[src/rtl/fetch_ctrl.sv]
// Instruction-fetch controller: IDLE/REQ/WAIT/HOLD sequencing with redirect and kill handling.
// Define FETCH_MISALIGN_TRAP_EN to trap misaligned redirect targets instead of aligning them.
module fetch_ctrl #(
  parameter logic [31:0] RESET_PC = 32'h0000_0000
) (
  input  logic        clk,
  input  logic        rst_n,
  input  logic        redirect_valid,
  input  logic [1:0]  redirect_op,
  input  logic        br,
  input  logic [31:0] offset,
  input  logic [31:0] alu_c,
  input  logic [31:0] redirect_pc,
  input  logic        stall,
  output logic        imem_req,
  output logic [31:0] imem_addr,
  input  logic        imem_gnt,
  input  logic        imem_rvalid,
  input  logic [31:0] imem_rdata,
  output logic        if_valid,
  output logic [31:0] if_pc,
  output logic [31:0] if_pc4,
  output logic [31:0] if_inst,
  output logic        misalign
);

  typedef enum logic [1:0] {IDLE, REQ, WAIT, HOLD} state_e;

  state_e      state_q, state_d;
  logic [31:0] pc_q, pc_d;
  logic        kill_q, kill_d;
  logic        if_valid_q, if_valid_d;
  logic [31:0] if_pc_q, if_pc_d;
  logic [31:0] if_pc4_q, if_pc4_d;
  logic [31:0] if_inst_q, if_inst_d;
  logic [31:0] target_raw, target;
  logic        trap, frozen;

  always_comb begin
    case (redirect_op)
      2'd0:    target_raw = redirect_pc + 32'd4;
      2'd1:    target_raw = alu_c;
      2'd2:    target_raw = redirect_pc + offset;
      default: target_raw = br ? (redirect_pc + offset) : (redirect_pc + 32'd4);
    endcase
  end

`ifdef FETCH_MISALIGN_TRAP_EN
  logic misalign_q, misalign_d;

  assign target     = target_raw;
  assign trap       = redirect_valid && !misalign_q && (target_raw[1:0] != 2'b00);
  assign misalign_d = misalign_q | trap;
  assign frozen     = misalign_q;
  assign misalign   = misalign_q;

  always_ff @(posedge clk or negedge rst_n) begin
    if (!rst_n) misalign_q <= 1'b0;
    else        misalign_q <= misalign_d;
  end
`else
  assign target   = target_raw & ~32'd3;
  assign trap     = 1'b0;
  assign frozen   = 1'b0;
  assign misalign = 1'b0;
`endif

  always_comb begin
    // NOTE: every variable gets its hold value first so no path through this block infers a latch.
    state_d    = state_q;
    pc_d       = pc_q;
    kill_d     = kill_q;
    if_valid_d = if_valid_q;
    if_pc_d    = if_pc_q;
    if_pc4_d   = if_pc4_q;
    if_inst_d  = if_inst_q;

    if (frozen) begin
      state_d = IDLE;
    end else if (redirect_valid) begin
      pc_d       = target;
      if_valid_d = 1'b0;
      if (trap) begin
        state_d = IDLE;
        kill_d  = 1'b0;
      end else if ((state_q == REQ && imem_gnt) || (state_q == WAIT && !imem_rvalid)) begin
        // A fetch is in flight: its response must be swallowed before re-requesting.
        state_d = WAIT;
        kill_d  = 1'b1;
      end else begin
        state_d = REQ;
        kill_d  = 1'b0;
      end
    end else begin
      case (state_q)
        IDLE: state_d = REQ;
        REQ:  if (imem_gnt) state_d = WAIT;
        WAIT: begin
          if (imem_rvalid) begin
            if (kill_q) begin
              kill_d  = 1'b0;
              state_d = REQ;
            end else begin
              if_inst_d  = imem_rdata;
              if_pc_d    = pc_q;
              if_pc4_d   = pc_q + 32'd4;
              if_valid_d = 1'b1;
              state_d    = HOLD;
            end
          end
        end
        HOLD: begin
          if (!stall) begin
            pc_d       = pc_q + 32'd4;
            if_valid_d = 1'b0;
            state_d    = REQ;
          end
        end
        default: state_d = IDLE;
      endcase
    end
  end

  always_ff @(posedge clk or negedge rst_n) begin
    // NOTE: sequential state uses non-blocking assignments so all flops update from pre-edge values.
    if (!rst_n) begin
      state_q    <= IDLE;
      pc_q       <= RESET_PC;
      kill_q     <= 1'b0;
      if_valid_q <= 1'b0;
      if_pc_q    <= 32'd0;
      if_pc4_q   <= 32'd0;
      if_inst_q  <= 32'd0;
    end else begin
      state_q    <= state_d;
      pc_q       <= pc_d;
      kill_q     <= kill_d;
      if_valid_q <= if_valid_d;
      if_pc_q    <= if_pc_d;
      if_pc4_q   <= if_pc4_d;
      if_inst_q  <= if_inst_d;
    end
  end

  assign imem_req  = (state_q == REQ);
  assign imem_addr = pc_q;
  assign if_valid  = if_valid_q;
  assign if_pc     = if_pc_q;
  assign if_pc4    = if_pc4_q;
  assign if_inst   = if_inst_q;

endmodule

[config.mk]
export PLATFORM = sky130hd
export DESIGN_NAME = fetch_ctrl
export DESIGN_NICKNAME = d
export VERILOG_FILES = /design/src/rtl/fetch_ctrl.sv
export SDC_FILE = /design/constraint.sdc
export NUM_CORES = 1
export LEC_CHECK = 0
export ABC_AREA = 1
export CAP_MARGIN = 0
export CORE_MARGIN = 3
export CORE_UTILIZATION = 60
export CTS_BUF_LIST = sky130_fd_sc_hd__clkbuf_16
export DETAILED_ROUTE_END_ITERATION = 16
export DONT_BUFFER_PORTS = 1
export PLACE_DENSITY = 0.76
export SLEW_MARGIN = 20
export SYNTH_ARGS = -nofsm -noshare
export SYNTH_HDL_FRONTEND = slang
export SYNTH_SLANG_ARGS = --single-unit
[constraint.sdc]
create_clock -name clk -period 2.93 [get_ports clk]
set_input_delay 0.293 -clock clk [delete_from_list [all_inputs] [get_ports clk]]
set_output_delay 0.293 -clock clk [all_outputs]
set_load 0.005 [all_outputs]
==> flow_summary.json <==
{
  "fin_nets": 1821,
  "rsz0062_at_grt": "no",
  "grt.total_usage": 0.3713,
  "antenna_found_initial": 0,
  "holdBufCountCts": 21,
  "clock_path_buffers": 2,
  "hold_violations": 128,
  "fin_crit_ns": 2.247,
  "drt-total-wl_um": 35870,
  "crit_fanout": 6,
  "critPathTopFamily": "simple AND/OR/NAND/NOR gates",
  "synth_enable_flop_cells": 0,
  "yosysTopAreaCellShare": 0.3062,
  "post_cts_buffers": 0,
  "hold_class": "in2async",
  "drt_iter0_drc": 1084,
  "use_met3": 0.07574,
  "grt.overflow.total": 0,
  "drc_errors": 0,
  "cts-root-buf": "clkbuf_16",
  "numCtsBuffers": 17,
  "skew_ns": 0.01517,
  "clkSinkCount": 126,
  "ys_seq_area_frac": 0.3062,
  "vias_per_cell": 5.778,
  "post_cts_resized": 0,
  "netlist_top_cells_count": "663 x nand2_1, 202 x inv_1, 126 x dfrtp_1",
  "critical_path.most_common_cell": "nor2_4",
  "grt_pass1_wl_um": 53830,
  "yosysUniqueCellTypes": 51,
  "ys_top_cells_by_area": "dfrtp_1 31%, nand2_1 24%, inv_1 7.4%",
  "crit_arrival_ns": 2.58,
  "violations": "negative hold slack",
  "worst_ir_drop_vdd_mv": 0.5172,
  "synth_flop_cell": "dfrtp_1",
  "fin_hold_ws_ns": -0.4397,
  "port_buffers": 0,
  "relSlewSlack": 0.5182,
  "met1_usage": 0.4663,
  "power.leakage_uw": 0.006013,
  "critPathBufInv": 1,
  "critPathMaxStageDelay_ns": 0.45,
  "finalSetupTns_ns": 0,
  "maxCapViolations": 0,
  "drive_gt1_frac": 0.06205,
  "first_global_vias": 10120,
  "critPathLaunchType": "flip-flop",
  "total_power_uw": 7663,
  "vias": 10860,
  "grt_busiest_layer": "met2",
  "dieHeight_um": 137.0,
  "syn_area_sq_um": 10300,
  "cp_cell_sequence": "ha_1 > nand2_2 > inv_2 > nand3_4 > nor2_4 > nand4_2 > nor2_4 > xor2_1 > o21ai_0 > o21ai_1",
  "diodes": 0,
  "synth_warnings": 0,
  "synth_cells": 1646,
  "clkLatencyLatePin_ns": 0.43,
  "die_w_um": 137.0,
  "tritoncts": "done",
  "yosysMostFrequentCell": "nand2_1",
  "synth_top_cell_by_area": "dfrtp_1",
  "start_util": 0.6165,
  "syn_avg_cell_area_sq_um": 6.255,
  "maxSlewViolCount": 0,
  "hpwl_um": 27100,
  "gp_congestion": 1.001,
  "htreeDepth": 4,
  "fin_crit_sh": 0.7668,
  "synth_seq_cells": 126,
  "slowest_stage": "dfrtp_1",
  "worst_slew_pin_slew_ns": 0.7227,
  "grt_util_met2": 0.6248,
  "syn_to_final_growth_pct": 9.831,
  "die-area_sq_um": 18770,
  "crit_type": "reg2reg",
  "fmax_mhz": 445.1,
  "setup_viol": 0,
  "status": "finished, violations left",
  "path_clk_slew_ns": 0.06,
  "drtPass1Iterations": 5,
  "worstSetupEndpointType": "flip-flop",
  "grt_start_max_net_pins": 127,
  "post_drt_wl_per_cell_um": 19.08,
  "power.density_nw_per_um2": 677.6,
  "num_rows": 47,
  "core_sq_um": 16700,
  "required_ns": 3.27,
  "synthArstFlopShare": 1.000,
  "final_antenna_net_count": 0,
  "ios": 268
}
==> routing by layer <==
layer / share of wire / wire length [um]
met4: 0.039 / 1395
met1: 0.39 / 13840
met2: 0.47 / 16970
met3: 0.10 / 3665
met5: 0 / 0
==> cells in the final DEF, fill, tap and decap left out, types with 3 or more instances in the layout <==
cell type	n
inv_2	9
inv_6	4
or2_0	3
nor3_2	5
dfrtp_1	126
o21bai_1	11
nand4_1	22
nand2_1	663
o211ai_1	6
nand3b_1	5
nor2_2	7
nand3_2	4
a21oi_1	58
clkbuf_16	17
o21ai_0	86
xnor2_1	8
inv_1	201
o31ai_1	3
a31oi_1	11
xor2_1	36
ha_1	36
o21ai_1	11
o21ai_2	4
conb_1	7
nor2_4	7
buf_4	11
nor3_1	15
nor2_1	101
nand2_2	11
bufinv_16	4
clkinv_1	3
a21o_1	4
dlygate4sd3_1	21
o221ai_1	4
clkinv_4	3
nand3_1	103
==> area by class of cell <==
class	count	area, sq um
Clock buffer	17	425.4
Clock inverter	14	207.7
Fill cell	1514	5393
Inverter	214	804.5
Multi-Input combinational cell	1256	6130
Sequential cell	126	3153
Tap cell	220	275.3
Timing Repair Buffer	33	312.8
==> state kept, by name, summed over array words and instances, names as in the netlist <==
signal     cells
if_pc         30
imem_addr     30
if_valid       1
if_pc4        30
kill_q         1
state_q        2
if_inst       32
==> worst paths after layout <==
path | start | to | slack (ns) | depth (start not counted)
max | imem_addr[2]$_DFFE_PN0P_ | imem_addr[16]$_DFFE_PN0P_ | 0.68 | 10
min | rst_n | if_inst[6]$_DFFE_PN0P_ | -0.44 | 0
max reg2reg | imem_addr[2]$_DFFE_PN0P_ | imem_addr[16]$_DFFE_PN0P_ | 0.68 | 10
min reg2reg | if_pc[16]$_DFFE_PN0P_ | if_pc[16]$_DFFE_PN0P_ | 0.50 | 2
max in group asynchronous | rst_n | imem_addr[6]$_DFFE_PN0P_ | 3.12 | 0
min in group clk | imem_rdata[19] | if_inst[19]$_DFFE_PN0P_ | 0 | 2
==> cells by family (layout without fill, tap and decap cells) <==
| kind of cell | after synthesis | in the layout | share of synthesized area |
|---|---|---|---|
| simple gates | 963 | 963 | 0.3982 |
| buf+inv | 270 | 278 | 0.1015 |
| flops | 126 | 126 | 0.3062 |
| other cells | 1 | 7 | 0.0003642 |
| compound gates | 206 | 206 | 0.1125 |
| xor+xnor | 44 | 44 | 0.03743 |
| fa+ha+maj | 36 | 36 | 0.04375 |
==> power breakdown <==
part           internal [uW]  switching [uW]
Combinational            747            1440
Clock                   1440             850
Sequential              2410             776
==> per-stage QoR <==
stage,utilization,setup WS [ns],cells,cell area [sq um],hold slack [ns]
after global placement,0.6266,0.7492,1828,10470,-0.0001300
after floorplan,-,1.079,1652,10320,-0.002591
final,0.6771,0.6833,1880,11310,-0.4397
after CTS,0.6771,0.7192,1880,11310,-0.4399
after global routing,0.6771,0.5173,1880,11310,-0.4440
after detailed placement,0.6266,0.7409,1828,10470,0.00008354
Power figures use the tool's default switching activity.
